`src/rtl/axis_tx_sched.sv`:
```
// Round-robin packet scheduler sharing one AXI-Stream master port between NUM_REQ requesters.
// Define AXIS_SCHED_PRIO_EN to give requester 0 strict priority over the round-robin ring.
module axis_tx_sched #(
   parameter int NUM_REQ = 4,
   parameter int DATA_W  = 32,
   parameter int LEN_W   = 8,
   localparam int ID_W   = $clog2(NUM_REQ)
) (
   input  logic                       aclk,
   input  logic                       areset_n,
   input  logic [NUM_REQ-1:0]         req,
   input  logic [NUM_REQ*DATA_W-1:0]  req_data,
   input  logic [NUM_REQ*LEN_W-1:0]   req_len,
   output logic [NUM_REQ-1:0]         gnt,
   output logic [NUM_REQ-1:0]         beat_ack,
   output logic [NUM_REQ-1:0]         done,
   input  logic                       tready,
   output logic                       tvalid,
   output logic [DATA_W-1:0]          tdata,
   output logic                       tlast,
   output logic [ID_W-1:0]            tid,
   output logic                       busy
);

   typedef enum logic {IDLE, SEND} state_t;

   state_t            state;
   logic [ID_W-1:0]   ptr;
   logic [LEN_W-1:0]  len;
   logic [LEN_W-1:0]  count;
   logic [LEN_W-1:0]  count_nxt;

   logic              arb_found;
   logic              arb_rr;
   logic [ID_W-1:0]   arb_sel;
   logic [ID_W-1:0]   idx;
   logic [LEN_W-1:0]  sel_len;
   logic [LEN_W-1:0]  len_eff;

   always_comb begin
      // NOTE: every signal written here gets a default first, so no latch is inferred.
      arb_found = 1'b0;
      arb_sel   = '0;
      idx       = '0;
      for (int k = 1; k <= NUM_REQ; k++) begin
         idx = ID_W'((int'(ptr) + k) % NUM_REQ);
         if (!arb_found && req[idx]) begin
            arb_found = 1'b1;
            arb_sel   = idx;
         end
      end
`ifdef AXIS_SCHED_PRIO_EN
      // Requester 0 bypasses the ring and leaves the pointer where it was.
      arb_rr = 1'b1;
      if (req[0]) begin
         arb_found = 1'b1;
         arb_sel   = '0;
         arb_rr    = 1'b0;
      end
`else
      arb_rr = 1'b1;
`endif
   end

   assign sel_len   = req_len[arb_sel*LEN_W +: LEN_W];
   assign len_eff   = (sel_len == '0) ? LEN_W'(1) : sel_len;
   assign count_nxt = count + 1'b1;

   assign tdata    = req_data[tid*DATA_W +: DATA_W];
   assign beat_ack = gnt & {NUM_REQ{tvalid & tready}};
   assign done     = gnt & {NUM_REQ{tvalid & tready & tlast}};

   // NOTE: state registers use non-blocking assignments so all updates take effect together at the edge.
   always_ff @(posedge aclk or negedge areset_n) begin
      if (!areset_n) begin
         state  <= IDLE;
         gnt    <= '0;
         tid    <= '0;
         len    <= '0;
         count  <= '0;
         ptr    <= ID_W'(NUM_REQ - 1);
         tvalid <= 1'b0;
         tlast  <= 1'b0;
         busy   <= 1'b0;
      end else begin
         case (state)
            IDLE: begin
               if (arb_found) begin
                  gnt    <= NUM_REQ'(1) << arb_sel;
                  tid    <= arb_sel;
                  len    <= len_eff;
                  count  <= '0;
                  if (arb_rr) ptr <= arb_sel;
                  tvalid <= 1'b1;
                  tlast  <= (len_eff == LEN_W'(1));
                  busy   <= 1'b1;
                  state  <= SEND;
               end
            end
            SEND: begin
               if (tready) begin
                  count <= count_nxt;
                  if (tlast) begin
                     gnt    <= '0;
                     tvalid <= 1'b0;
                     tlast  <= 1'b0;
                     busy   <= 1'b0;
                     state  <= IDLE;
                  end else begin
                     // tlast is precomputed for the next beat so it stays registered.
                     tlast <= (count_nxt == len - 1'b1);
                  end
               end
            end
            default: state <= IDLE;
         endcase
      end
   end

endmodule
```
`config.mk`:
```
export PLATFORM = sky130hd
export DESIGN_NAME = axis_tx_sched
export DESIGN_NICKNAME = d
export VERILOG_FILES = /design/src/rtl/axis_tx_sched.sv
export SDC_FILE = /design/constraint.sdc
export NUM_CORES = 1
export LEC_CHECK = 0
export BUFFER_PORTS_ARGS = -buffer_cell sky130_fd_sc_hd__buf_2
export CAP_MARGIN = 20
export CELL_PAD_IN_SITES_DETAIL_PLACEMENT = 1
export CELL_PAD_IN_SITES_GLOBAL_PLACEMENT = 2
export CORE_MARGIN = 2
export CORE_UTILIZATION = 20
export DETAILED_ROUTE_END_ITERATION = 8
export PLACE_DENSITY = 0.85
export SETUP_SLACK_MARGIN = 0.15
export SLEW_MARGIN = 20
export SYNTH_ARGS = -nofsm -noshare
export SYNTH_HDL_FRONTEND = slang
export SYNTH_SLANG_ARGS = --single-unit
```
`constraint.sdc`:
```
create_clock -name aclk -period 2.4 [get_ports aclk]
set_input_delay 0.48 -clock aclk [delete_from_list [all_inputs] [get_ports aclk]]
set_output_delay 0.48 -clock aclk [all_outputs]
set_load 0.005 [all_outputs]
```
==> results.cfg <==
[logic_synthesis]
syn_nets = 437
syn_area_per_cell_um2 = 9.70
ys.warnings.count = 0
synth_edf_count = 0
synth.yosys.seq_area_share = 0.261
synthCells = 268
async_reset_ff_frac = 1.00
ys.flop_type = dfrtp_1
synthDistinctLibCells = 44
synth_seq_cells = 27
syn-cell-area_um2 = 2600

[pwr]
p_sw_mw = 1.62
cellPowerDensity_nw_per_um2 = 947
clkPwrFrac = 0.100
irDropWorstVdd_mv = 0.353
swShare = 0.415
power_frac_comb = 0.682
leakagePower_nw = 2.06
power_mw = 3.92
internal_power_mw = 2.29
seqPwrFrac = 0.217

[place]
dp.final_hpwl_mm = 9.51
pre_cts_slack_ns = -0.0647
io_buffers = 215
gp_congestion = 1.02

[setup_path]
critPathKind = flop to flop
end_kind = flop
required_ns = 2.59
cp-start-kind = flop
worstPathArrival_ns = 2.45
critPathMaxFanout = 2

[grt]
grt_pass1_vias = 3450
grt.met3_usage = 0.0276
grt.busiest_layer = met2
met1_usage = 0.202
grt_max_degree = 34
grt_pass1_wl_mm = 18.2
antenna_found_initial = 0
use_met2 = 0.281
grt_usage = 0.161
overflow = 0

[finish]
final_core_util = 0.326
areaGrowthSynthToFinish_pct = 59.1
drive_gt1_frac = 0.599
n_fill_cell = 1562
num_antenna_cells = 0
nNetsFinal = 661

[detailed_routing]
drtPass1Iterations = 4
antenna_left = 0
routed_wl_mm = 11.2
drc = 0
routed-via-count = 3165
wl_per_cell_um = 16.9
via_per_inst = 4.77
drt_iter0_drc = 102

[timing]
slew_viol_final = 0
finalCritPeriodShare = 0.944
rsz0062_at_grt = true
setup_viol = 0
hold_viol = 0
max_slew_margin = 0.576
finalWorstSetupSlack_ns = 0.135
hold_slack_ns = 0.224
min_period_ns = 2.27
skew_ns = 0.00803
fmax_mhz = 441
worstMarginPinSlew_ns = 0.634

[die]
core_um2 = 12700
dieArea_um2 = 13900
die_h_um = 118
ios = 216
start_util = 0.205
row_count = 41
die_w_um = 118

[clocking]
cts_root_buffer = clkbuf_16
clk_pin_slew_ns = 0.07
cts_buffers = 3
clkLatencyLatePin_ns = 0.27
cts_buffer_depth = 2
tritoncts = built
htree_levels = 1
cts.sinks = 27

[job]
max_cap_viol_count = 0

[run_status]
outcome = complete, no violations

[hold_path]
hold_path_class = input port to asynchronous set/reset pin
-- cell usage after synthesis (2+ instances only) --
cell type	n	share of area
o21ai_0	27	0.052
ha_1	2	0.0096
buf_2	2	0.0039
a22oi_1	2	0.0058
dfstp_2	2	0.020
and3_1	11	0.026
o211ai_1	7	0.020
nor2b_1	2	0.0048
a22o_1	3	0.010
xor2_1	7	0.024
nand3_1	23	0.044
buf_1	3	0.0043
nand2b_1	4	0.0096
a21o_1	4	0.012
or4_1	2	0.0058
nor4_1	3	0.0072
a31oi_1	5	0.012
clkbuf_1	13	0.019
inv_1	11	0.016
nor2_1	12	0.017
a32o_1	3	0.012
a21oi_1	4	0.0077
dfrtp_1	25	0.24
xnor2_1	14	0.047
mux4_2	32	0.28
nand2_1	27	0.039
-- stage by stage --
step / cells / setup TNS (ns) / instance area, um2
after floorplan: 268 / 0 / 2600
after global placement: 649 / 0 / 3930
after detailed placement: 649 / -0.0647 / 3930
after CTS: 660 / 0 / 4100
after global routing: 663 / 0 / 4140
final: 663 / 0 / 4140
-- power by group through the flow --
stage | combinational, mW | clock, mW | sequential, mW
after floorplan | 1.64 | 0 | 0.762
after global placement | 2.41 | 0 | 0.844
after detailed placement | 2.48 | 0 | 0.860
after CTS | 2.65 | 0.397 | 0.849
after global routing | 2.92 | 0.411 | 0.881
final | 2.67 | 0.394 | 0.852
-- cell usage in the layout (no fill, tap or decap), types with 4 or more instances in the layout --
cell      count
and3_1       11
buf_2       215
nand2_1      27
buf_4        22
inv_1         9
nor2_1       10
a21oi_1       4
a31oi_1       5
o211ai_1      7
nand2b_1      4
xor2_1        7
a21o_1        4
o21ai_0      27
xnor2_1      13
dfrtp_1      23
mux4_2       32
nand3_1      22
-- routing by layer --
metal / part of all wire / up-vias
met5: 0 / -
met3: 0.059 / 19
met4: 0.017 / 0
met2: 0.50 / 132
li1: - / 1478
met1: 0.42 / 1536
-- area by class of cell --
type / instances / area [um2] / area share
timing repair buffer: 238 / 1260 / 0.305
sequential: 27 / 681 / 0.165
clock buffer: 3 / 75.1 / 0.0181
clock inverter: 1 / 5.00 / 0.00121
multi-input combinational: 211 / 1860 / 0.449
tap: 172 / 215 / 0.0520
inverter: 11 / 41.3 / 0.00998
-- sequential cells by signal, summed over array words and instances (netlist names) --
signal  cells
count       8
len         8
gnt         4
ptr         2
tid         2
busy        1
state       1
tlast       1
-- cell families (layout without fill, tap and decap cells) --
logic type,after synthesis,in the layout,synth area share
AO/OA/AOI/OAI,64,64,0.159
adder cells (fa/ha/maj),2,2,0.00962
XOR/XNOR,21,21,0.0707
buffers and inverters,30,253,0.0457
multiplexers,33,33,0.281
flip-flops,27,27,0.261
AND/OR/NAND/NOR,91,91,0.173
-- what timing repair did --
item	CTS	global route
pin swaps	7	5
setup buffers	7	3
hold buffers	0	0
setup endpoints to repair	2	2
resized for setup	13	3
-- worst max-delay path: stages (launching register included) --
cell     delay, ns
dfrtp_1       0.40
inv_2         0.09
ha_4          0.13
inv_1         0.05
or3_4         0.40
xnor2_2       0.18
xor2_1        0.16
nand3_1       0.10
or4_4         0.49
a31oi_1       0.18
-- path summary, 6_finish.rpt --
path,cells after the start,slack (ns),endpoint,startpoint
min in group aclk,1,0.49,tid[1],tid[1]
max reg2reg,9,0.13,tlast,len[1]
min reg2reg,1,0.49,tid[1],tid[1]
max,9,0.13,tlast,len[1]
max in group asynchronous,1,1.72,len[0],areset_n
min,1,0.22,count[2],areset_n
No activity file was read; power rests on OpenSTA's default activity.
